<file path="src/rtl/frame_stream_sequencer.sv">
// -----------------------------------------------------------------------------
// frame_stream_sequencer
//
// Reads a WIDTH x HEIGHT RGB444 frame buffer in raster order and streams it
// out as one Avalon-ST packet per frame (SOP on the first pixel, EOP on the
// last). Each read carries sop/eop/valid tags through an RD_LAT-deep shift
// register that runs beside the RAM. The returning word and its tags are
// pushed into a small FIFO. Reads are only issued while there is a free FIFO
// slot for every read in flight, so backpressure can never overflow the FIFO.
// One of two frame bases is chosen at each frame start, which gives double
// buffering.
//
// Ports:
//   clk         single clock
//   reset_n     asynchronous active-low reset
//   enable      run frames back-to-back while high
//   buf_sel     frame buffer select, sampled only at frame start
//   rdaddress   frame-buffer read address
//   rden        read issued this cycle
//   rddata      RAM output, valid RD_LAT cycles after rden
//   src_data    {R,R,00, G,G,00, B,B,00} 30-bit pixel
//   src_valid   beat available
//   src_ready   sink accepts beat
//   src_sop     first pixel of frame
//   src_eop     last pixel of frame
//   busy        sequencer is not idle
//   frame_done  high in the cycle whose closing edge accepts the EOP beat
// -----------------------------------------------------------------------------
module frame_stream_sequencer #(
    parameter int WIDTH      = 320,
    parameter int HEIGHT     = 240,
    parameter int ADDR_W     = 18,
    parameter int BUF1_BASE  = 76800,
    parameter int RD_LAT     = 1,
    parameter int FIFO_DEPTH = 4
) (
    input  logic              clk,
    input  logic              reset_n,
    input  logic              enable,
    input  logic              buf_sel,
    output logic [ADDR_W-1:0] rdaddress,
    output logic              rden,
    input  logic [11:0]       rddata,
    output logic [29:0]       src_data,
    output logic              src_valid,
    input  logic              src_ready,
    output logic              src_sop,
    output logic              src_eop,
    output logic              busy,
    output logic              frame_done
);

    localparam int X_W   = (WIDTH > 1) ? $clog2(WIDTH) : 1;
    localparam int Y_W   = (HEIGHT > 1) ? $clog2(HEIGHT) : 1;
    localparam int PTR_W = (FIFO_DEPTH > 1) ? $clog2(FIFO_DEPTH) : 1;
    localparam int CNT_W = $clog2(FIFO_DEPTH + 1);

    typedef enum logic [1:0] {
        S_IDLE  = 2'd0,
        S_RUN   = 2'd1,
        S_DRAIN = 2'd2
    } state_t;

    state_t            state_reg, state_next;
    logic [ADDR_W-1:0] addr_reg, addr_next;
    logic [X_W-1:0]    x_reg, x_next;
    logic [Y_W-1:0]    y_reg, y_next;

    logic [RD_LAT-1:0] tag_valid_reg;
    logic [RD_LAT-1:0] tag_sop_reg;
    logic [RD_LAT-1:0] tag_eop_reg;

    logic [CNT_W-1:0]  inflight_reg;
    logic [CNT_W-1:0]  fifo_count_reg;
    logic [PTR_W-1:0]  wr_ptr_reg;
    logic [PTR_W-1:0]  rd_ptr_reg;

    logic [11:0]       fifo_data_mem [FIFO_DEPTH];
    logic              fifo_sop_mem  [FIFO_DEPTH];
    logic              fifo_eop_mem  [FIFO_DEPTH];

    logic              credit_ok;
    logic              issue_sop;
    logic              issue_eop;
    logic              ret;
    logic              push;
    logic              pop;
    logic              eop_accept;
    logic [11:0]       head_pixel;
    logic [ADDR_W-1:0] sel_base;

    // Every read in flight already owns a FIFO slot, so a push always has room.
    assign credit_ok = (32'(inflight_reg) + 32'(fifo_count_reg)) < FIFO_DEPTH;
    assign issue_sop = (x_reg == '0) && (y_reg == '0);
    assign issue_eop = (x_reg == X_W'(WIDTH - 1)) && (y_reg == Y_W'(HEIGHT - 1));
    assign sel_base  = buf_sel ? ADDR_W'(BUF1_BASE) : '0;

    assign ret        = tag_valid_reg[RD_LAT-1];
    assign push       = ret;
    assign src_valid  = (fifo_count_reg != '0);
    assign pop        = src_valid & src_ready;
    assign eop_accept = pop & src_eop;
    assign frame_done = eop_accept;
    assign busy       = (state_reg != S_IDLE);
    assign rdaddress  = addr_reg;

    // Storage contents are not cleared by reset, so the outputs are gated
    // with src_valid to present zeros whenever the FIFO is empty.
    assign head_pixel = fifo_data_mem[rd_ptr_reg];
    assign src_data   = src_valid ? {head_pixel[11:8], head_pixel[11:8], 2'b00,
                                     head_pixel[7:4],  head_pixel[7:4],  2'b00,
                                     head_pixel[3:0],  head_pixel[3:0],  2'b00} : '0;
    assign src_sop    = src_valid & fifo_sop_mem[rd_ptr_reg];
    assign src_eop    = src_valid & fifo_eop_mem[rd_ptr_reg];

    // ------------------------------------------------------------------ FSM
    always_ff @(posedge clk or negedge reset_n) begin
        if (!reset_n) begin
            state_reg <= S_IDLE;
            addr_reg  <= '0;
            x_reg     <= '0;
            y_reg     <= '0;
        end else begin
            state_reg <= state_next;
            addr_reg  <= addr_next;
            x_reg     <= x_next;
            y_reg     <= y_next;
        end
    end

    always_comb begin
        state_next = state_reg;
        addr_next  = addr_reg;
        x_next     = x_reg;
        y_next     = y_reg;
        rden       = 1'b0;
        unique case (state_reg)
            S_IDLE: begin
                if (enable) begin
                    addr_next  = sel_base;
                    x_next     = '0;
                    y_next     = '0;
                    state_next = S_RUN;
                end
            end
            S_RUN: begin
                rden = credit_ok;
                if (credit_ok) begin
                    addr_next = addr_reg + ADDR_W'(1);
                    if (x_reg == X_W'(WIDTH - 1)) begin
                        x_next = '0;
                        y_next = y_reg + Y_W'(1);
                    end else begin
                        x_next = x_reg + X_W'(1);
                    end
                    if (issue_eop) begin
                        state_next = S_DRAIN;
                    end
                end
            end
            S_DRAIN: begin
                if (eop_accept) begin
                    if (enable) begin
                        addr_next  = sel_base;
                        x_next     = '0;
                        y_next     = '0;
                        state_next = S_RUN;
                    end else begin
                        state_next = S_IDLE;
                    end
                end
            end
            default: begin
                state_next = S_IDLE;
            end
        endcase
    end

    // ---------------------------------------------- tags beside RAM latency
    always_ff @(posedge clk or negedge reset_n) begin
        if (!reset_n) begin
            tag_valid_reg <= '0;
            tag_sop_reg   <= '0;
            tag_eop_reg   <= '0;
        end else begin
            for (int i = RD_LAT - 1; i > 0; i--) begin
                tag_valid_reg[i] <= tag_valid_reg[i-1];
                tag_sop_reg[i]   <= tag_sop_reg[i-1];
                tag_eop_reg[i]   <= tag_eop_reg[i-1];
            end
            tag_valid_reg[0] <= rden;
            tag_sop_reg[0]   <= rden & issue_sop;
            tag_eop_reg[0]   <= rden & issue_eop;
        end
    end

    // ------------------------------------------------- credits and FIFO
    always_ff @(posedge clk or negedge reset_n) begin
        if (!reset_n) begin
            inflight_reg   <= '0;
            fifo_count_reg <= '0;
            wr_ptr_reg     <= '0;
            rd_ptr_reg     <= '0;
        end else begin
            inflight_reg   <= inflight_reg + CNT_W'(rden) - CNT_W'(ret);
            fifo_count_reg <= fifo_count_reg + CNT_W'(push) - CNT_W'(pop);
            if (push) begin
                wr_ptr_reg <= (wr_ptr_reg == PTR_W'(FIFO_DEPTH - 1)) ? '0 : wr_ptr_reg + PTR_W'(1);
            end
            if (pop) begin
                rd_ptr_reg <= (rd_ptr_reg == PTR_W'(FIFO_DEPTH - 1)) ? '0 : rd_ptr_reg + PTR_W'(1);
            end
        end
    end

    always_ff @(posedge clk) begin
        if (push) begin
            fifo_data_mem[wr_ptr_reg] <= rddata;
            fifo_sop_mem[wr_ptr_reg]  <= tag_sop_reg[RD_LAT-1];
            fifo_eop_mem[wr_ptr_reg]  <= tag_eop_reg[RD_LAT-1];
        end
    end

endmodule

</file>
<file path="config.mk">
export PLATFORM = sky130hd
export DESIGN_NAME = frame_stream_sequencer
export DESIGN_NICKNAME = d
export VERILOG_FILES = /design/src/rtl/frame_stream_sequencer.sv
export SDC_FILE = /design/constraint.sdc
export NUM_CORES = 1
export LEC_CHECK = 0
export ABC_AREA = 0
export BUFFER_PORTS_ARGS = -buffer_cell sky130_fd_sc_hd__buf_4
export CAP_MARGIN = 20
export CORE_MARGIN = 8
export CORE_UTILIZATION = 52
export DETAILED_ROUTE_END_ITERATION = 6
export PLACE_DENSITY = 0.79
export REMOVE_ABC_BUFFERS = 1
export SETUP_SLACK_MARGIN = 0.3
export SYNTH_ARGS = -nofsm -noshare
export SYNTH_HDL_FRONTEND = slang
export SYNTH_SLANG_ARGS = --single-unit
</file>
<file path="constraint.sdc">
create_clock -name clk -period 2.2 [get_ports clk]
set_clock_uncertainty 0.05 [all_clocks]
set_input_delay 0.44 -clock clk [delete_from_list [all_inputs] [get_ports clk]]
set_output_delay 0.44 -clock clk [all_outputs]
set_load 0.03 [all_outputs]
</file>
==> impl_metrics.toml, run 1 <==
[synth]
avgSynthCellArea_um2 = 12.3
ys_types = 52
ys_ff_latch = 106
async_flop_share = 0.472
netlist_area_um2 = 5030
yosysWarnings = 0
netlist_instances = 409
yosysSeqAreaShare = 0.584
synthFlopType = "edfxtp_1"
synth-edff-count = 56

[pwr]
ir_worst_vdd_uv = 1240
p_per_area_nw_per_um2 = 1620
power.leakage_nw = 2.77
power.total_mw = 11.0

[drt]
antenna_left = 0
firstDrtPassIters = 5
via_per_inst = 5.81
met1_length_um = 4840
highest_layer = "met4"
drc = 0
wl_per_cell_um = 19.9
wl_met3_um = 913
wl_met2_um = 6620
via_count = 3717
wl_um = 12700
drtIter0Drc = 354

[timing]
timing.final.crit_share = 1.04
rsz0062_at_grt = "yes"
fin_ws_ps = -79.1
fmax_mhz = 439
finalSetupViolCount = 25
tightestPinTransition_ps = 655
maxSlewHeadroom = 0.564
finalHoldViolCount = 0
final_max_slew_viol_count = 0
min_period_ps = 2280
tns_ps = -1580

[final_layout]
drive_gt1_frac = 0.436
largest_reg_flops = 48
num_antenna_cells = 0
area_growth_pct = 34.7
fillers = 625
layout_common_cells = "buf_4 (60), edfxtp_1 (56), dfrtp_1 (46)"
final_common_cell = "buf_4"
finalNetCount = 537

[clock_tree]
clock_latency_ps = 370
cts_hold_buf = 0
clock_path_buffers = 2
numCtsBuffers = 9
clock_sinks = 106
cts_tree = "done"
clockRootBuffer = "clkbuf_8"
htree_num_levels = 3
path_clk_slew_ps = 110

[critical_path]
rr_worst_depth = 9
arrival_ps = 1790
cp_cell_sequence = "buf_6, mux4_2, nor2b_4, buf_6"
cp_num_buf_inv = 2
worst_ep_required_time_ps = 1710
crit_slowest_cell = "mux4_2"
r2r-start = "fifo_count_reg[2]"
r2r-end = "fifo_count_reg[2]"
slowest_delay_ps = 510
worstSetupEndpointType = "output port"
path_max_fanout = 4
crit_family = "multiplexers"
cp_common_cell = "buf_6"
crit_path_start_kind = "flop"
ff2ff_setup_slack_ps = 50
crit_type = "reg -> out"

[global_routing]
grt_max_degree = 51
grt_pass1_wl_um = 18900
grt_pass1_vias = 3772
overflow = 0
grt_usage = 0.185
grt_antenna_before_repair = 0

[placement]
dp_hpwl_um = 7120
io_buffer_count = 64
gp_congestion = 0.897

[status]
violations = "negative setup slack"
status = "finished with violations"

[hold_path]
hp-class = "in -> async"

[floorplan]
core_area_um2 = 9590
top_level_ports = 71
die_w_um = 114
dieArea_um2 = 13100
die_h_um = 114
row_count = 36
start_util = 0.524

[run]
cap_violations = 0
==> kinds of logic (layout without fill, tap and decap cells) <==
family | Yosys count | after routing | share of synthesized area
DFF | 106 | 106 | 0.584
AOI/OAI and AO/OA | 84 | 84 | 0.103
other | 1 | 6 | 0.000746
and+or+nand+nor | 123 | 123 | 0.131
muxes | 18 | 18 | 0.0690
adders and majority gates | 18 | 18 | 0.0478
xor gates and xnor gates | 5 | 5 | 0.00871
buffers and inverters | 54 | 147 | 0.0568
==> layer usage <==
layer	global-route usage	vias to the layer above
met2	0.325	178
met3	0.0506	34
met5	0	-
met1	0.212	1835
li1	-	1670
met4	0.0665	0
==> cells in the mapped netlist (all sizes together), types with 2 or more instances <==
library cell	count	area [µm²]
a21oi	11	55.1
a22o	2	17.5
a31oi	8	50.1
and2	6	37.5
and3	11	68.8
and4	2	17.5
buf	26	180
clkbuf	8	30.0
dfrtp	50	1250
edfxtp	56	1680
fa	2	40.0
ha	16	200
inv	20	75.1
mux2	3	33.8
mux2i	2	20.0
mux4	13	293
nand2	21	78.8
nand2b	2	12.5
nand3	20	100
nand4	4	25.0
nor2	18	67.6
nor2b	16	100
nor3	10	55.1
nor3b	2	15.0
nor4	3	18.8
o21a	4	30.0
o21ai	39	199
o22a	6	52.6
o31ai	7	52.6
or2	2	12.5
xnor2	4	35.0
==> what timing repair did <==
action	CTS	global route
gates cloned	4	0
buffers inserted	14	8
pin swaps	29	19
resized for setup	150	48
endpoints found under the setup margin	65	70
==> where the power goes <==
part | switching (mW) | internal, mW | total, mW
combinational | 3.45 | 3.12 | 6.57
clock | 0.717 | 0.467 | 1.18
sequential | 0.598 | 2.61 | 3.21
==> cell type report <==
type                            count  area, µm²  share of cell area
Clock buffer                       10        138              0.0203
Clock inverter                      6       58.8             0.00869
Inverter                           20       80.1              0.0118
Multi-Input combinational cell    254       2280               0.337
Sequential cell                   106       2940               0.434
Tap cell                          133        166              0.0246
Timing Repair Buffer              111       1110               0.164
==> stage by stage <==
stage / cells / utilization / hold slack [ps] / area [µm²] / setup WS, ps
floorplan: 380 / - / 94.4 / 4830 / -820
global placement: 598 / 0.588 / 407 / 5640 / 62.6
detailed placement: 598 / 0.588 / 425 / 5640 / -60.4
CTS: 632 / 0.678 / 40.2 / 6500 / -80.2
global route: 640 / 0.705 / 62.3 / 6770 / -145
finish: 640 / 0.705 / 31.7 / 6770 / -79.1
==> worst max path at each step <==
stage / from / end / cells after the start / slack [ps]
2_1_floorplan: state_reg[0] / y_reg[7] / 6 / -820
3_3_place_gp: fifo_count_reg[1] / fifo_count_reg[2] / 8 / 60
3_5_place_dp: fifo_count_reg[1] / fifo_count_reg[2] / 8 / -60
4_1_cts: rd_ptr_reg[0] / src_data[19] / 4 / -80
5_1_grt: rd_ptr_reg[0] / src_data[5] / 4 / -140
6_report: rd_ptr_reg[0] / src_data[14] / 4 / -80
No activity file was read; power rests on OpenSTA's default activity.
==> run 2: changes to the inputs <==
--- a/config.mk
+++ b/config.mk
@@ -9,9 +9,10 @@
 export BUFFER_PORTS_ARGS = -buffer_cell sky130_fd_sc_hd__buf_4
 export CAP_MARGIN = 20
 export CORE_MARGIN = 8
-export CORE_UTILIZATION = 52
+export CORE_UTILIZATION = 54
+export CTS_BUF_LIST = sky130_fd_sc_hd__clkbuf_8
 export DETAILED_ROUTE_END_ITERATION = 6
-export PLACE_DENSITY = 0.79
+export PLACE_DENSITY = 0.82
 export REMOVE_ABC_BUFFERS = 1
 export SETUP_SLACK_MARGIN = 0.3
 export SYNTH_ARGS = -nofsm -noshare
==> impl_metrics.toml, run 2 (synthesized netlist as in run 1, its figures left out) <==
[status]
status = "finished with violations"
violations = "negative setup slack"

[timing]
min_period_ps = 2310
final_max_slew_viol_count = 0
fmax_mhz = 432
tns_ps = -3590
tightestPinTransition_ps = 638
holdWs_ps = 35.3
timing.final.crit_share = 1.05
finalHoldViolCount = 0
rsz0062_at_grt = "yes"
fin_ws_ps = -113
maxSlewHeadroom = 0.575
finalSetupViolCount = 56

[final_layout]
final_common_cell = "buf_4"
area_growth_pct = 37.5
register_area_um2 = 2940
drive_gt1_frac = 0.451
finalNetCount = 558
fillers = 538
finalNonFillerCells = 639
multi_input_area_um2 = 2270
layout_common_cells = "buf_4 (87), edfxtp_1 (56), dfrtp_1 (48)"
utilization = 0.755
largest_reg_flops = 48
num_antenna_cells = 0

[critical_path]
ff2ff_setup_slack_ps = -100
path_max_fanout = 10
crit_type = "reg -> out"
worstSetupEndpointType = "output port"
worst_ep_required_time_ps = 1710
arrival_ps = 1820
crit_path_start_kind = "flop"

[drt]
via_count = 3992
wl_um = 14400
wl_per_cell_um = 22.6
via_per_inst = 6.25
drc = 0
antenna_left = 0
drtIter0Drc = 306
firstDrtPassIters = 6

[pwr]
power.leakage_nw = 2.84
power.total_mw = 12.0
ir_worst_vdd_uv = 1060
p_per_area_nw_per_um2 = 1730

[clock_tree]
clock_sinks = 106
numCtsBuffers = 9
clock_path_buffers = 2
path_clk_slew_ps = 100
clockRootBuffer = "clkbuf_8"
clock_latency_ps = 370
cts_tree = "done"
htree_num_levels = 3

[global_routing]
overflow = 0
grt_usage = 0.226
grt_antenna_before_repair = 0
grt_pass1_vias = 4199
grt_pass1_wl_um = 22100
grt_max_degree = 51

[run]
cap_violations = 0

[floorplan]
start_util = 0.549
top_level_ports = 71
die_h_um = 112
row_count = 35
die_w_um = 112
core_area_um2 = 9150
dieArea_um2 = 12700

[hold_path]
hp-class = "in -> async"

[placement]
gp_congestion = 0.849
placed_cells = 575
io_buffer_count = 64
dp_hpwl_um = 7600
[run 2: cell types whose count changed in the layout (fill, tap and decap cells not counted), moves of 3 or more]
cell,change
buf_4,+27
nor2b_4,-12
nor2b_1,+11
buf_6,-9
inv_6,-4
buf_12,+3
[run 2: metrics by stage]
stage,worst slack (ps),area [µm²]
after floorplan,-820,4830
after global placement,45.3,5630
after detailed placement,-68.5,5630
after CTS,-112,6720
after global routing,-196,6910
final,-113,6910
[run 2: what timing repair did]
item,CTS,global route
gates resized for setup,144,35
buffers inserted,39,4
gates cloned,5,0
endpoints found under the setup margin,69,72
pin swaps,36,18
hold buffers,0,0
[run 2: worst max-delay path, cell delays in order (launching register included)]
cell	delay, ps
dfrtp_2	450
buf_12	170
mux4_2	490
nor2b_2	170
buf_4	170
[run 2: final cells by class]
| type | count | area share |
|---|---|---|
| multi-input cells | 254 | 0.328 |
| well taps | 111 | 0.0201 |
| repair buffers | 132 | 0.186 |
| flip-flops and latches | 106 | 0.425 |
| inverters | 20 | 0.0112 |
| clock inverters | 7 | 0.0114 |
| clock buffers | 9 | 0.0179 |
[run 2: metal layers]
metal / up-vias / GRT usage / wire length (µm)
met5: - / 0 / 0
met4: 0 / 0.110 / 818
met3: 78 / 0.0548 / 1080
met1: 1961 / 0.240 / 4950
met2: 246 / 0.410 / 7570
li1: 1707 / - / -
[run 2: power by group]
group          switching, mW  internal [mW]  total [mW]
clock                  0.712          0.537        1.25
combinational           3.86           3.64        7.50
sequential             0.603           2.60        3.21
total                   5.17           6.78        12.0
[run 2: worst paths after layout]
| path | startpoint | end | cells after the start |
|---|---|---|---|
| min in group clk | rddata[7] | fifo_data_mem[3][7] | 1 |
| worst max-delay path | rd_ptr_reg[0] | src_data[9] | 4 |
| max in group asynchronous | reset_n | rd_ptr_reg[0] | 1 |
| worst min register to register | tag_eop_reg | fifo_eop_mem[0] | 0 |
| worst min-delay path | reset_n | y_reg[5] | 1 |
| worst max register to register | inflight_reg[2] | y_reg[4] | 12 |
